`config.mk`:
```
export PLATFORM = sky130hd
export DESIGN_NAME = dmem_access_ctrl_flat
export DESIGN_NICKNAME = d
export VERILOG_FILES = /design/src/rtl/dmem_access_ctrl_pkg.sv /design/src/rtl/dmem_access_ctrl_if.sv /design/src/rtl/dmem_timeout_ctr.sv /design/src/rtl/dmem_access_ctrl.sv /design/src/flat_wrapper.sv
export SDC_FILE = /design/constraint.sdc
export NUM_CORES = 1
export LEC_CHECK = 0
export BUFFER_PORTS_ARGS = -buffer_cell sky130_fd_sc_hd__buf_2
export CAP_MARGIN = 20
export CORE_AREA = 2 2 131 133
export DETAILED_ROUTE_END_ITERATION = 12
export DIE_AREA = 0 0 133 135
export PLACE_DENSITY = 0.66
export SETUP_SLACK_MARGIN = 0.05
export SLEW_MARGIN = 20
export SYNTH_ARGS = -nofsm -noshare
export SYNTH_HDL_FRONTEND = slang
export SYNTH_SLANG_ARGS = --single-unit
```
`constraint.sdc`:
```
create_clock -name clk -period 3.4 [get_ports clk]
set_clock_uncertainty 0.1 [all_clocks]
set_input_delay 0.17 -clock clk [delete_from_list [all_inputs] [get_ports clk]]
set_output_delay 0.17 -clock clk [all_outputs]
set_load 0.05 [all_outputs]
```
`src/rtl/dmem_access_ctrl_pkg.sv`:
```
// Shared definitions for the MEM-stage data memory access controller:
// state encoding, widths, defaults and the access-fault decode.
package dmem_access_ctrl_pkg;

    localparam int unsigned XLEN           = 64;
    localparam int unsigned ADDR_W_DEFAULT = 10;
    localparam int unsigned TIMEOUT_DEFAULT = 16;

    typedef enum logic [1:0] {
        StIdle = 2'd0,
        StReq  = 2'd1,
        StDone = 2'd2
    } state_e;

    // An access faults if it is not doubleword aligned, lies above the
    // SRAM's byte range, or asks for a load and a store at once.
    function automatic logic accessFault(input logic [XLEN-1:0] addr,
                                         input logic            rd,
                                         input logic            wr,
                                         input int unsigned     addrW);
        logic misaligned;
        logic outOfRange;
        misaligned = (addr[2:0] != 3'b000);
        outOfRange = ((addr >> (addrW + 3)) != '0);
        return misaligned || outOfRange || (rd && wr);
    endfunction

endpackage

```
`src/rtl/dmem_access_ctrl_if.sv`:
```
// Request/ready bus between the MEM-stage access controller (master)
// and the data SRAM (slave).
interface dmem_access_ctrl_if #(
    parameter int unsigned AddrW = 10
) ();

    logic                                 mem_req;
    logic                                 mem_we;
    logic [AddrW-1:0]                     mem_addr;
    logic [dmem_access_ctrl_pkg::XLEN-1:0] mem_wdata;
    logic                                 mem_ready;
    logic [dmem_access_ctrl_pkg::XLEN-1:0] mem_rdata;

    modport master (
        output mem_req,
        output mem_we,
        output mem_addr,
        output mem_wdata,
        input  mem_ready,
        input  mem_rdata
    );

    modport slave (
        input  mem_req,
        input  mem_we,
        input  mem_addr,
        input  mem_wdata,
        output mem_ready,
        output mem_rdata
    );

endinterface

```
`src/rtl/dmem_timeout_ctr.sv`:
```
// Cycle counter for an outstanding SRAM request; expire flags the last
// cycle the controller is allowed to wait for mem_ready.
module dmem_timeout_ctr #(
    parameter int unsigned TIMEOUT = 16
) (
    input  logic clk,
    input  logic rst,
    input  logic clr,
    input  logic en,
    output logic expire
);

    localparam int unsigned CntW = $clog2(TIMEOUT);

    logic [CntW-1:0] count;

    always_ff @(posedge clk) begin
        if (rst) begin
            count <= '0;
        end else if (clr) begin
            count <= '0;
        end else if (en) begin
            count <= count + CntW'(1);
        end
    end

    assign expire = (count == CntW'(TIMEOUT - 1));

endmodule

```
`src/rtl/dmem_access_ctrl.sv`:
```
// MEM-stage data memory access controller: turns EX/MEM load/store
// requests into SRAM req/ready transactions and stalls the pipeline meanwhile.
module dmem_access_ctrl
    import dmem_access_ctrl_pkg::*;
#(
    parameter int unsigned ADDR_W  = ADDR_W_DEFAULT,
    parameter int unsigned TIMEOUT = TIMEOUT_DEFAULT
) (
    input  logic               clk,
    input  logic               rst,
    input  logic               MemRead_in,
    input  logic               MemWrite_in,
    input  logic [XLEN-1:0]    addr_in,
    input  logic [XLEN-1:0]    wdata_in,
    output logic               stall,
    output logic [XLEN-1:0]    rdata_out,
    output logic               rdata_valid,
    output logic               err,
    dmem_access_ctrl_if.master memBus
);

    state_e state;
    logic   access;
    logic   fault;
    logic   ctrClr;
    logic   ctrEn;
    logic   ctrExpire;

    assign access = MemRead_in | MemWrite_in;
    assign fault  = accessFault(addr_in, MemRead_in, MemWrite_in, ADDR_W);
    assign ctrClr = (state == StIdle) && access && !fault;
    assign ctrEn  = (state == StReq);

    // DONE releases the pipeline so the finished instruction leaves EX/MEM.
    assign stall = ((state == StIdle) && access) || (state == StReq);

    dmem_timeout_ctr #(
        .TIMEOUT(TIMEOUT)
    ) u_timeout_ctr (
        .clk   (clk),
        .rst   (rst),
        .clr   (ctrClr),
        .en    (ctrEn),
        .expire(ctrExpire)
    );

    always_ff @(posedge clk) begin
        if (rst) begin
            state            <= StIdle;
            memBus.mem_req   <= 1'b0;
            memBus.mem_we    <= 1'b0;
            memBus.mem_addr  <= '0;
            memBus.mem_wdata <= '0;
            rdata_out        <= '0;
            rdata_valid      <= 1'b0;
            err              <= 1'b0;
        end else begin
            rdata_valid <= 1'b0;
            err         <= 1'b0;
            case (state)
                StIdle: begin
                    if (access) begin
                        if (fault) begin
                            err   <= 1'b1;
                            state <= StDone;
                        end else begin
                            memBus.mem_req   <= 1'b1;
                            memBus.mem_we    <= MemWrite_in;
                            memBus.mem_addr  <= addr_in[ADDR_W+2:3];
                            memBus.mem_wdata <= wdata_in;
                            state            <= StReq;
                        end
                    end
                end
                StReq: begin
                    // A ready arriving in the final allowed cycle still wins.
                    if (memBus.mem_ready) begin
                        memBus.mem_req <= 1'b0;
                        if (!memBus.mem_we) begin
                            rdata_out   <= memBus.mem_rdata;
                            rdata_valid <= 1'b1;
                        end
                        state <= StDone;
                    end else if (ctrExpire) begin
                        memBus.mem_req <= 1'b0;
                        err            <= 1'b1;
                        rdata_out      <= '0;
                        state          <= StDone;
                    end
                end
                StDone: begin
                    state <= StIdle;
                end
                default: begin
                    state <= StIdle;
                end
            endcase
        end
    end

endmodule
```
`src/flat_wrapper.sv`:
```
// flat-port wrapper written by rule: the top's interface ports become plain ports
module dmem_access_ctrl_flat import dmem_access_ctrl_pkg::*;
#(
    parameter int unsigned ADDR_W  = ADDR_W_DEFAULT,
    parameter int unsigned TIMEOUT = TIMEOUT_DEFAULT
)
  (clk, rst, MemRead_in, MemWrite_in, addr_in, wdata_in, stall, rdata_out, rdata_valid, err, memBus_mem_req, memBus_mem_we, memBus_mem_addr, memBus_mem_wdata, memBus_mem_ready, memBus_mem_rdata);
  dmem_access_ctrl_if memBus_i ();
  input  logic clk;
  input  logic rst;
  input  logic MemRead_in;
  input  logic MemWrite_in;
  input  logic [XLEN-1:0] addr_in;
  input  logic [XLEN-1:0] wdata_in;
  output logic stall;
  output logic [XLEN-1:0] rdata_out;
  output logic rdata_valid;
  output logic err;
  output wire logic [$bits(memBus_i.mem_req)-1:0] memBus_mem_req;
  output wire logic [$bits(memBus_i.mem_we)-1:0] memBus_mem_we;
  output wire logic [$bits(memBus_i.mem_addr)-1:0] memBus_mem_addr;
  output wire logic [$bits(memBus_i.mem_wdata)-1:0] memBus_mem_wdata;
  input wire logic [$bits(memBus_i.mem_ready)-1:0] memBus_mem_ready;
  input wire logic [$bits(memBus_i.mem_rdata)-1:0] memBus_mem_rdata;
  assign memBus_mem_req = memBus_i.mem_req;
  assign memBus_mem_we = memBus_i.mem_we;
  assign memBus_mem_addr = memBus_i.mem_addr;
  assign memBus_mem_wdata = memBus_i.mem_wdata;
  assign memBus_i.mem_ready = memBus_mem_ready;
  assign memBus_i.mem_rdata = memBus_mem_rdata;
  dmem_access_ctrl #(.ADDR_W(ADDR_W), .TIMEOUT(TIMEOUT)) u_core (.clk(clk), .rst(rst), .MemRead_in(MemRead_in), .MemWrite_in(MemWrite_in), .addr_in(addr_in), .wdata_in(wdata_in), .stall(stall), .rdata_out(rdata_out), .rdata_valid(rdata_valid), .err(err), .memBus(memBus_i));
endmodule
```
# [After elaboration in Yosys (flattened, before gate mapping)]
# Index checks and enable logic that the tools add are counted.
[totals] wordCells=57 input_bits=197 out_inout_bits=143 regBits=148
[classes] reduce_logical=18 muxes=19 n_addsub=1 n_bitwise=4 n_eq_ne=6
[ops] operator="2-to-1 mux 64 bit" count=3
[ops] operator="nonzero test 64 bit" count=1
[ops] operator="2-to-1 mux 1 bit" count=9
[ops] operator="2-to-1 mux 2 bit" count=4
[ops] operator="AND reduction 3 bit" count=2
[ops] operator="adder 4 x 1 -> 4 bit, second input constant" count=1
[ops] operator="== test 4 bit, second input constant" count=1
[ops] operator="!= test 2 bit, second input constant" count=2
[ops] operator="case mux 1 bit (2 select lines)" count=2
[ops] operator="case mux 2 bit (2 select lines)" count=1
[ops] operator="AND reduction 4 bit" count=1
[ops] operator="nonzero test 2 bit" count=2
[ops] operator="logical AND 1 bit" count=3
[ops] operator="logical OR 1 bit" count=3
[ops] operator="!= test 3 bit, second input constant" count=1
[ops] operator="inverter 1 bit" count=3
[ops] operator="nonzero test 3 bit" count=1
[ops] operator="OR reduction 3 bit" count=1
[ops] operator="== test 2 x 1 -> 1 bit, second input constant" count=1
[ops] operator="zero test 2 bit" count=1
[ops] operator="!= test 2 x 1 -> 1 bit, second input constant" count=1
[ops] operator="AND reduction 2 bit" count=1
[ops] operator="OR reduction 2 bit" count=1
[ops] operator="zero test 1 bit" count=1
[ops] operator="bitwise OR 1 bit" count=1

# [Longest topological paths before layout]
# Gate-level depths: netlist (run 1).
[depth] ltp_word=6 ltp_mapped=8 depth_no_buf=6

# [By module]
# A second synthesis (run 1) with hierarchy kept.
[hier_totals] hier_cells=676 area_unflattened_um2=5368.9
[modules_own_cells] mod="dmem_access_ctrl" instances=1 area_each_um2=5185.0 cells_per_inst=658 seq_area_each_um2=2882.8
[modules_own_cells] mod="dmem_timeout_ctr" instances=1 area_each_um2=183.9 cells_per_inst=18 seq_area_each_um2=80.1

# [Least setup slack after synthesis (run 1)]
# Ideal clock, no wire load.
[synth_path] path_type="input port to flip-flop" from="in addr_in[29]" to="reg u_core.memBus.mem_wdata[23]" slack_ps=1333 t_required_ps=3168 setup_ps=132 path_buffers=2 stages=6 arrival_time_ps=1834 path_cell_list="or4_1 or4_4 buf_2 clkbuf_1 o21ai_0 a21oi_1"
[synth_via] elab_chain_len=5
[synth_rtl] element="from (decl)" line_no="flat_wrapper.sv:13" text="input logic [XLEN-1:0] addr_in;"
[synth_rtl] element="nonzero test 64 bit" line_no="dmem_access_ctrl_pkg.sv:24" text="outOfRange = ((addr >> (addrW + 3)) != '0);"
[synth_rtl] element="logical OR 1 bit (2 in a row)" line_no="dmem_access_ctrl_pkg.sv:25" text="return misaligned || outOfRange || (rd && wr);"
[synth_rtl] element="inverter 1 bit (no source line)"
[synth_rtl] element="AND reduction 3 bit (no source line)"
[synth_rtl] element="to (signal assigned)" line_no="dmem_access_ctrl.sv:70" text="memBus.mem_wdata <= wdata_in;"
[synth_rtl] element="to (decl)" line_no="dmem_access_ctrl_if.sv:18" text="output mem_wdata,"
# No other way between the ends.
# A chain may end at the register's enable or synchronous reset.

# [Final worst setup path (run 1)]
[layout_path] from="in MemWrite_in" to="out stall"
[layout_via] elab_chain_len=3
[layout_rtl] element="from (decl)" line_no="flat_wrapper.sv:12" text="input logic MemWrite_in;"
[layout_rtl] element="bitwise OR 1 bit" line_no="dmem_access_ctrl.sv:29" text="assign access = MemRead_in | MemWrite_in;"
[layout_rtl] element="logical AND 1 bit" line_no="dmem_access_ctrl.sv:35" text="assign stall = ((state == StIdle) && access) || (state == StReq);"
[layout_rtl] element="logical OR 1 bit" line_no="dmem_access_ctrl.sv:35"
[layout_rtl] element="to (decl)" line_no="flat_wrapper.sv:15" text="output logic stall;"
# No other way between the ends.

==> results by group, run 1 <==
Outcome
  – Result of the run: completed

Logic synthesis
  – Sequential area share after synthesis: 51.08%
  – Post-Syn Nets: around 900
  – Flops & latches, synth: between 100 and 150
  – Cells after synthesis: 700
  – Synth unique cells: 34
  – Mean Syn Cell Area: about 8.3 um^2
  – Synthesized cell area: around 5800 um^2
  – Yosys warns: 0

STA
  – Crit share post-route: 71.91%
  – Max_slew headroom: 44.37%
  – RSZ-0062 raised after global routing: false
  – PnR worst setup slack: roughly 0.96 ns
  – Setup TNS: 0 ns
  – Slew Limit Fails: 0
  – Hold Slack: ~0.097 ns
  – Fmax: about 0.41 GHz
  – Actual slew at the worst max-slew pin: 0.8345 ns
  – Setup Viol. Count Final: 0
  – Final hold violation count: 0
  – Tmin final: between 2 and 2.5 ns

Critical path
  – CP Launch Point: MemWrite_in
  – CP startpoint kind: primary input
  – Slowest cell on the critical path: buf_4
  – Worst Setup Path Type: primary input to primary output
  – Worst flop-to-flop path endpoint: u_core.rdata_out[58]
  – Arrival @ worst endpoint: 2.17 ns
  – Cell family with most CP delay: buffers and inverters
  – Reg2Reg Depth: 5
  – Critical path depth: 7
  – Worst setup EP type: primary output
  – CP max stage delay: ~0.64 ns
  – R2R Path Start: u_core.state[0]
  – Worst EP required: about 3.1 ns
  – Cell breakdown of the critical path: dlygate4sd3_1 -> buf_2 -> or2_2 -> buf_4 -> nor2_1 -> nor2_1 -> buf_2
  – Bufs and invs on worst path: 4
  – Worst setup path endpoint: stall
  – R2R setup slack: approximately 1.3 ns
  – Critical Path Fanout Max: 77

GRT
  – Antenna violations before repair: 0
  – Total GRT Usage: ~23%
  – First-pass GRT wire length: around 33 mm
  – Vias in the first global route: 6602
  – Largest net degree at the start of global routing: ~80
  – GR Overflow Total: 0

Drt
  – Initial DRT Pass Iterations: 5
  – Wire per inst: around 16 um
  – Via-per-instance ratio: between 5 and 6
  – Antenna viol nets, final: 0
  – DR iter-0 viols: around 470
  – Post-Route WL: about 21 mm
  – DRC viols: 0
  – Via Count: about 7000

Hold path
  – HP Class: primary input to flip-flop
  – Hold Crit Depth: 4

Die
  – Core Rows: 47
  – Die H: around 140 um
  – IO Count: 340
  – Initial core utilization: between 30% and 40%
  – Die ar.: about 18000 um^2
  – Die width: ~130 um
  – Core area: approximately 16000 um^2

Layout
  – Most frequent cells in the layout: buf_2 (338), dfxtp_1 (148), a21oi_1 (141)
  – Layout cells sized above 1: approximately 34%
  – Nets: ~1300
  – Final Instance Area: approximately 9600 um^2
  – Area growth syn-to-layout: 65.55%
  – Non-Filler Instances: about 1400
  – Fin util: roughly three fifths
  – Leading cell type in the layout, fill and taps excluded: buf_2

Placed design
  – GPL Wtd Cong: between 0.8 and 0.9
  – Pre-CTS setup slack: ~0.9 ns
  – Port bufs: ~340
  – Cell Area, Placed: 7576 um^2
  – Cells after DPL: 1192
  – HPWL after detailed placement: roughly 13 mm

Clock tree
  – Worst skew pair latency: roughly 0.42 ns
  – CTS tree: built
  – Clock-pin slew on the worst setup and hold paths: 0.06 ns
  – Clock Tree Buf Depth: 2
  – Setup Fix Bufs, Post-CTS: 0
  – Inserted Clock Buffers: 17
  – Root Buffer: clkbuf_16
  – Clk sink count: around 150
  – Htree depth: 4

Run
  – Max_cap viols: 0

Power and ir drop
  – Sw Ratio: a little over a fifth
  – Leak pwr: 4.086 nW
  – Internal Power: roughly 3.2 mW
  – Part of the power in registers: roughly 43%
  – Net Sw Power: slightly below 900 uW
  – Comb power frac: just over 8%
  – Power Total: between 4 and 5 mW
  – Cell Pwr Density: between 400 and 500 nW/um^2
  – Clock power frac: 49.4%
  – VDD IR max: approximately 0.00034 V
## per-layer routing
layer  routed length [um]  up-vias  track usage [%]
met5                    0        -                0
met4                  656        0            10.69
met3                 1474       50            5.030
met2                10540      322            38.43
met1                 8822     3253            28.08
li1                     -     3410                -
## power groups by stage
stage | registers (mW) | clock network (mW) | logic (mW)
after global routing | 1.74 | 2.13 | 0.352
final | 1.74 | 2.02 | 0.330
after detailed placement | 1.78 | 0 | 0.198
after global placement | 1.78 | 0 | 0.198
after CTS | 1.74 | 2.05 | 0.324
after floorplan | 1.78 | 0 | 0.0618
## flip-flops by register name (all words and copies together) (netlist names)
name,count
u_core.rdata_valid,1
u_core.memBus.mem_req,1
u_core.memBus.mem_we,1
u_core.u_timeout_ctr.count,4
u_core.state,2
u_core.memBus.mem_addr,10
u_core.rdata_out,64
u_core.memBus.mem_wdata,64
u_core.err,1
## worst register-to-register path, delay by kind of cell (launching register included)
family,cells,cell delay [ns]
simple gates,2,0.82
compound gates,2,0.47
flops,1,0.40
buf+inv,1,0.26
## area by class of cell
type | count | area (um^2)
antenna | 1 | 2.502
clock buffer | 19 | 452.9
clock inverter | 13 | 180.2
fill | 1389 | 6804
multi-input combinational | 473 | 2511
sequential | 148 | 2963
tap | 220 | 275.3
timing repair buffer | 490 | 3218
## cell families after synthesis
| group | share of synthesized area, % |
|---|---|
| buf+inv | 6.018 |
| xor+xnor | 0.4531 |
| simple gates | 22.30 |
| compound gates | 19.76 |
| fa+ha+maj | 0.2157 |
| flops | 51.08 |
| mux | 0.1726 |
## repair_timing
| action | CTS | global route |
|---|---|---|
| hold endpoints to repair | 139 | 0 |
| resized for setup | 0 | 0 |
| hold buffers | 139 | 0 |
| setup endpoints to repair | 0 | 0 |
## worst min path at each step
stage                         start                          end  slack, ns
2_1_floorplan           MemWrite_in         u_core.memBus.mem_we       0.22
3_3_place_gp           wdata_in[13]  u_core.memBus.mem_wdata[13]       0.33
3_5_place_dp   memBus_mem_rdata[60]         u_core.rdata_out[60]       0.33
4_1_cts                  MemRead_in         u_core.memBus.mem_we       0.08
5_1_grt                  MemRead_in         u_core.memBus.mem_we       0.12
6_report                 MemRead_in         u_core.memBus.mem_we        0.1
## synthesized netlist by cell type
cell	count	area [um^2]
xor2_1	2	17.52
ha_1	1	12.51
and3b_1	1	8.760
buf_1	6	22.52
and4_1	1	8.760
buf_8	1	15.01
nand3b_1	1	7.510
nor2b_1	2	12.51
clkbuf_1	56	210.2
and4b_1	1	10.01
a311oi_1	1	8.760
a2111oi_4	1	27.53
nor2_1	6	22.52
mux2i_1	1	10.01
buf_2	12	60.06
or4_1	2	15.01
a31o_2	1	8.760
nor4_1	10	62.56
xnor2_1	1	8.760
nand3_1	67	335.3
o21a_1	2	15.01
o21ai_0	67	335.3
a21oi_1	141	705.7
nor4_2	1	12.51
buf_6	3	33.78
or2_2	1	6.260
or4_4	2	22.52
and3_1	1	6.260
nor3_1	4	20.02
nand4_1	78	488.0
dfxtp_1	148	2963
nand2_1	68	255.2
buf_4	1	7.510
o21ai_1	9	45.04
Power figures use the tool's default switching activity.
==> run 2, diff against run 1 <==
--- a/config.mk
+++ b/config.mk
@@ -7,10 +7,10 @@
 export LEC_CHECK = 0
 export BUFFER_PORTS_ARGS = -buffer_cell sky130_fd_sc_hd__buf_2
 export CAP_MARGIN = 20
-export CORE_AREA = 2 2 131 133
+export CORE_AREA = 2 2 133 135
 export DETAILED_ROUTE_END_ITERATION = 12
-export DIE_AREA = 0 0 133 135
-export PLACE_DENSITY = 0.66
+export DIE_AREA = 0 0 135 137
+export PLACE_DENSITY = 0.67
 export SETUP_SLACK_MARGIN = 0.05
 export SLEW_MARGIN = 20
 export SYNTH_ARGS = -nofsm -noshare
==> constraint.sdc (replaced) <==
create_clock -name clk -period 2.2 [get_ports clk]
set_clock_uncertainty 0.1 [all_clocks]
set_input_delay 0.11 -clock clk [delete_from_list [all_inputs] [get_ports clk]]
set_output_delay 0.11 -clock clk [all_outputs]
set_load 0.05 [all_outputs]
==> results by group, run 2 (synthesized netlist as in run 1, its figures left out) <==
Placed design
  – Cells after DPL: approximately 1200
  – Pre-CTS setup slack: -0.0006910 ns
  – GPL Wtd Cong: approximately 0.84
  – HPWL after detailed placement: about 13 mm
  – Port bufs: between 300 and 400

Critical path
  – Cell family with most CP delay: compound AO/OA/AOI/OAI gates
  – Cell breakdown of the critical path: ha_1 -> nand3_1 -> nor2_2 -> o21ai_4 -> buf_12 -> nand2_1 -> a21oi_1
  – Critical Path Fanout Max: 43
  – Arrival @ worst endpoint: 2.24 ns
  – Worst setup EP type: flip-flop
  – Bufs and invs on worst path: 1
  – Worst EP required: 2.44 ns
  – CP startpoint kind: flip-flop
  – CP max stage delay: about 0.52 ns
  – Worst Setup Path Type: flip-flop to flip-flop
  – Worst flop-to-flop path endpoint: u_core.rdata_out[13]
  – R2R setup slack: around 0.2 ns
  – Reg2Reg Depth: 7
  – R2R Path Start: u_core.u_timeout_ctr.count[0]
  – Slowest cell on the critical path: o21ai_4
  – Critical path depth: 7

Clock tree
  – Inserted Clock Buffers: 17
  – Clock-pin slew on the worst setup and hold paths: 0.06 ns
  – Clock Tree Buf Depth: 2
  – Clk sink count: 148
  – CTS tree: built
  – Root Buffer: clkbuf_16
  – Worst skew pair latency: about 0.41 ns
  – Htree depth: 4

GRT
  – GR Overflow Total: 0
  – Vias in the first global route: between 6000 and 7000
  – First-pass GRT wire length: approximately 33 mm
  – Largest net degree at the start of global routing: 78
  – Antenna violations before repair: 0
  – Total GRT Usage: about 22%

Layout
  – Non-Filler Instances: between 1000 and 1500
  – Antenna Cells: 0
  – Layout cells sized above 1: 35.12%
  – Largest registers: u_core.memBus.mem_wdata (64), u_core.rdata_out (64), u_core.memBus.mem_addr (10)
  – Area growth syn-to-layout: 69.31%
  – Most frequent cells in the layout: buf_2 (338), dfxtp_1 (148), a21oi_1 (141)
  – Number of fill cells: ~1500
  – Nets: 1341
  – Leading cell type in the layout, fill and taps excluded: buf_2

Die
  – IO Count: 340
  – Core Rows: 48
  – Die width: 135 um
  – Die ar.: between 15000 and 20000 um^2
  – Die H: between 100 and 150 um
  – Core area: approximately 17000 um^2
  – Initial core utilization: approximately a third

Power and ir drop
  – Leak pwr: ~4.2 nW
  – VDD IR max: 0.0004954 V
  – Power Total: roughly 6.3 mW
  – Cell Pwr Density: 637.6 nW/um^2

STA
  – RSZ-0062 raised after global routing: false
  – Slew Limit Fails: 0
  – Tmin final: between 2 and 2.5 ns
  – Setup TNS: 0 ns
  – Final hold violation count: 0
  – PnR worst setup slack: between 0.15 and 0.2 ns
  – Crit share post-route: 91.05%
  – Max_slew headroom: between 50 and 60%
  – Setup Viol. Count Final: 0
  – Fmax: 0.4992 GHz
  – Actual slew at the worst max-slew pin: between 0.6 and 0.7 ns

Drt
  – DRC viols: 0
  – Met1 wire length: roughly 8.5 mm
  – DR iter-0 viols: 501
  – Via-per-instance ratio: 5.203
  – Post-Route WL: ~22 mm
  – Routed wl met2: ~11 mm
  – Antenna viol nets, final: 0
  – DR WL met3: around 1.6 mm
  – Top sig layer: met4
  – Initial DRT Pass Iterations: 5
  – Via Count: 7185
  – Wire per inst: ~16 um

Hold path
  – Worst hold start: MemRead_in
  – Hold Crit Depth: 4
  – HP Class: primary input to flip-flop
  – Hold EP: u_core.memBus.mem_we

Run
  – Max_cap viols: 0

Outcome
  – Result of the run: completed
-- run 2: repair_timing --
action | in CTS | in global routing
endpoints found under the setup margin | 0 | 18
hold buffers | 139 | 0
hold endpoints to repair | 139 | 0
gates resized for setup | 0 | 1
buffers inserted | 0 | 0
-- run 2: worst min-delay path, delay by kind of cell --
family	cells	cell delay, ns
AO/OA/AOI/OAI	2	0.20
buffers and inverters	1	0.13
AND/OR/NAND/NOR	1	0.08
-- run 2: layer usage --
| layer | vias up | track usage [%] |
|---|---|---|
| met4 | 0 | 9.896 |
| met3 | 53 | 5.296 |
| met2 | 355 | 38.49 |
| met5 | - | 0 |
| met1 | 3331 | 25.74 |
| li1 | 3446 | - |
-- run 2: cell type report --
class	count	area (um^2)	share of cell area, %
Clock buffer	17	425.4	4.332
Clock inverter	15	196.4	2.000
Multi-Input combinational cell	473	2514	25.60
Sequential cell	148	2963	30.17
Tap cell	225	281.5	2.867
Timing Repair Buffer	503	3441	35.04
-- run 2: worst max path at each step --
stage / startpoint / endpoint / slack, ns
after floorplan: addr_in[29] / u_core.memBus.mem_wdata[23] / 0.19
after global placement: addr_in[24] / u_core.memBus.mem_addr[0] / 0.05
after detailed placement: addr_in[24] / u_core.memBus.mem_wdata[35] / -0.0007
after CTS: u_core.u_timeout_ctr.count[0] / u_core.rdata_out[23] / 0.21
after global routing: u_core.u_timeout_ctr.count[0] / u_core.rdata_out[13] / 0.07
final: u_core.u_timeout_ctr.count[0] / u_core.rdata_out[13] / 0.20
-- run 2: metrics by stage --
step | hold slack (ns) | util [%] | instance area (um^2)
after floorplan | 0.1577 | - | 5801
after global placement | 0.2679 | 45.76 | 7805
after detailed placement | 0.2759 | 45.76 | 7805
after CTS | 0.01904 | 57.56 | 9818
after global routing | 0.05039 | 57.58 | 9821
final | 0.03717 | 57.58 | 9821
-- run 2: power breakdown --
part / internal [mW] / total [mW] / switching, mW
Clock: 1.82 / 3.06 / 1.23
Combinational: 0.311 / 0.520 / 0.209
Sequential: 2.68 / 2.68 / 0.00156
==> run 3, diff against run 2 <==
--- a/config.mk
+++ b/config.mk
@@ -6,13 +6,13 @@
 export NUM_CORES = 1
 export LEC_CHECK = 0
 export BUFFER_PORTS_ARGS = -buffer_cell sky130_fd_sc_hd__buf_2
-export CAP_MARGIN = 20
 export CORE_AREA = 2 2 133 135
 export DETAILED_ROUTE_END_ITERATION = 12
 export DIE_AREA = 0 0 135 137
-export PLACE_DENSITY = 0.67
+export PLACE_DENSITY = 0.64
 export SETUP_SLACK_MARGIN = 0.05
 export SLEW_MARGIN = 20
 export SYNTH_ARGS = -nofsm -noshare
 export SYNTH_HDL_FRONTEND = slang
+export SYNTH_HIERARCHICAL = 1
 export SYNTH_SLANG_ARGS = --single-unit
==> results by group, run 3 <==
Outcome
  – Result of the run: completed

Layout
  – Area growth syn-to-layout: 79.33%
  – Leading cell type in the layout, fill and taps excluded: buf_2
  – Multi-input gate area: between 2000 and 2500 um^2
  – Largest registers: u_core/memBus.mem_wdata (64), u_core/rdata_out (64), u_core/memBus.mem_addr (10)
  – Layout cells sized above 1: between 30% and 40%
  – Nets: about 1400
  – Most frequent cells in the layout: buf_2 (338), nand2_1 (216), dfxtp_1 (148)
  – Fin util: between 50 and 60%
  – Reg area: a little under 3000 um^2
  – Number of fill cells: 1521
  – Antenna Cells: 0

STA
  – Max_slew headroom: 54.88%
  – Setup Viol. Count Final: 0
  – Fmax: approximately 0.50 GHz
  – RSZ-0062 raised after global routing: false
  – Crit share post-route: 91.69%
  – Slew Limit Fails: 0
  – Actual slew at the worst max-slew pin: slightly below 0.7 ns
  – Final hold violation count: 0
  – Tmin final: roughly 2 ns

Drt
  – Via-per-instance ratio: roughly 4.7
  – DR iter-0 viols: 331
  – Antenna viol nets, final: 0
  – Post-Route WL: about 20 mm
  – Wire per inst: 14.63 um
  – Via Count: around 6600
  – Initial DRT Pass Iterations: 4
  – DRC viols: 0

Clock tree
  – Worst skew pair latency: 0.41 ns
  – CTS tree: built
  – Root Buffer: clkbuf_16
  – Clock-pin slew on the worst setup and hold paths: 0.06 ns
  – Clock Tree Buf Depth: 2
  – Htree depth: 4
  – Clk sink count: between 100 and 150
  – Inserted Clock Buffers: 17

Logic synthesis
  – Xor-xnor portion of the synthesized cell area: less than 1%
  – Most frequent cell after synthesis: nand2_1
  – Most common flop cell mapped by yosys: dfxtp_1
  – Sequential area share after synthesis: 55.19%
  – Area contributors post-synth: dfxtp_1 (55%), nand2_1 (15%), a21oi_1 (13%)
  – Post-synth EDFFs: 0
  – Synthesized cell area: between 5000 and 6000 um^2
  – Mean Syn Cell Area: just under 8 um^2
  – Asr flop ratio synth: 0%
  – Mux contribution to synthesized area: less than 1%
  – Largest family of logic cells by synthesized area: simple AND/OR/NAND/NOR gates
  – Post-Synth Simple-Gate Area: between 20% and 30%
  – Synth unique cells: 31
  – List of most frequent post-synthesis cells: nand2_1 (216), dfxtp_1 (148), a21oi_1 (141)
  – Yosys warns: 6
  – Post-Syn Nets: a little under 900
  – Cells after synthesis: slightly below 700
  – Largest area contributor in the netlist: dfxtp_1
  – Adder-Cell Fraction of Synth Area: 0.2330%
  – Post-synthesis compound-gate area fraction: between 10% and 20%
  – Post-synth top area share: between 50% and 60%
  – Flops & latches, synth: 148

Power and ir drop
  – VDD IR max: around 0.0005 V
  – Power Total: 6.022 mW
  – Leak pwr: approximately 4.3 nW
  – Cell Pwr Density: around 630 nW/um^2

Critical path
  – Worst EP required: about 2.4 ns
  – Worst setup EP type: flip-flop
  – Slowest cell on the critical path: or4_2
  – Critical Path Fanout Max: 35
  – Reg2Reg Depth: 6
  – Worst Setup Path Type: flip-flop to flip-flop
  – CP max stage delay: ~0.67 ns
  – Cell family with most CP delay: simple AND/OR/NAND/NOR gates
  – R2R Path Start: u_core/state[1]
  – Arrival @ worst endpoint: 2.26 ns
  – Bufs and invs on worst path: 1
  – CP startpoint kind: flip-flop
  – Worst flop-to-flop path endpoint: u_core/memBus.mem_req
  – Cell breakdown of the critical path: nor2_1 -> o2111ai_1 -> or4_2 -> buf_12 -> o2111a_1 -> nor3_2
  – R2R setup slack: between 0.15 and 0.2 ns

Hold path
  – Hold Crit Depth: 2
  – Hold EP: u_core/memBus.mem_wdata[29]
  – Worst hold start: rst
  – HP Class: primary input to flip-flop

Placed design
  – HPWL after detailed placement: around 13 mm
  – GPL Wtd Cong: 0.9082
  – Port bufs: 339

GRT
  – First-pass GRT wire length: 31.21 mm
  – GR Overflow Total: 0
  – Largest net degree at the start of global routing: 70
  – Vias in the first global route: 6338
  – Total GRT Usage: 21.04%
  – Antenna violations before repair: 0

Die
  – Core Rows: 48
  – Die ar.: ~18000 um^2
  – Die H: 137 um
  – IO Count: between 300 and 400
  – Die width: between 100 and 150 um
  – Initial core utilization: roughly a third
  – Core area: between 15000 and 20000 um^2

Run
  – Max_cap viols: 0
## run 3: cell types whose count changed after synthesis, sizes merged, moves of 4 or more
cell    previous run  this run
nand2             68       216
nor4              11        15
nand4             78         4
clkbuf            56        41
o21ai             76         3
buf               23        11
## run 3: area by class of cell
class	instances	area share, %
repair buffers	521	37.19
clock inverters	12	1.352
inverters	1	0.03899
well taps	225	2.924
multi-input cells	475	23.12
flip-flops and latches	148	30.77
clock buffers	19	4.600
## run 3: cells by family (layout without fill, tap and decap cells)
logic type      Yosys count  after routing
compound gates          150            150
buf+inv                  53            553
mux                       2              2
xor+xnor                  1              1
simple gates            321            321
flops                   148            148
fa+ha+maj                 1              1
## run 3: where the power goes
group | switching [mW] | leakage (nW) | internal (mW)
clock network | 1.14 | 0.279 | 1.70
logic | 0.190 | 2.79 | 0.310
registers | 0.00141 | 1.19 | 2.68
total | 1.33 | 4.26 | 4.69
## run 3: worst max path at each step
stage                                  start                    end  slack (ns)  cells past startpoint
2_1_floorplan  u_core/u_timeout_ctr/count[0]   u_core/rdata_out[34]        0.23                      8
3_3_place_gp                      addr_in[1]  u_core/memBus.mem_req       -0.26                      8
3_5_place_dp                      addr_in[1]  u_core/memBus.mem_req       -0.24                      8
4_1_cts        u_core/u_timeout_ctr/count[0]   u_core/rdata_out[33]        0.14                      8
5_1_grt                      u_core/state[0]  u_core/memBus.mem_req        0.06                      6
6_report                     u_core/state[1]  u_core/memBus.mem_req        0.18                      6
## run 3: per-stage QoR
step                      TNS [ns]  hold WS [ns]  setup WS (ns)  instances  instance area, um^2
after global routing             0        0.1444        0.06351       1401                 9628
after detailed placement    -13.18        0.2602        -0.2434       1227                 7597
after floorplan                  0        0.1505         0.2323        676                 5369
final                            0        0.1138         0.1828       1401                 9628
after global placement      -14.60        0.2544        -0.2583       1227                 7597
after CTS                        0        0.1095         0.1374       1399                 9582
## run 3: worst reg2reg max path: cells and delay by family, from the launching register on
kind / cells / cell delay, ns
DFF: 1 / 0.32
buffers and inverters: 1 / 0.21
AOI/OAI and AO/OA: 2 / 0.35
and+or+nand+nor: 3 / 0.97
## run 3: layer usage
metal | share of wire, % | global-route usage, %
met2 | 49 | 35.25
met1 | 42 | 25.86
met5 | 0 | 0
met3 | 6.4 | 5.370
met4 | 2.6 | 8.565
## run 3: timing repair
| item | in CTS | in global routing |
|---|---|---|
| endpoints found under the hold margin | 140 | 0 |
| hold buffers | 141 | 0 |
| endpoints found under the setup margin | 0 | 23 |
| gates resized for setup | 0 | 1 |
| buffers inserted | 0 | 2 |
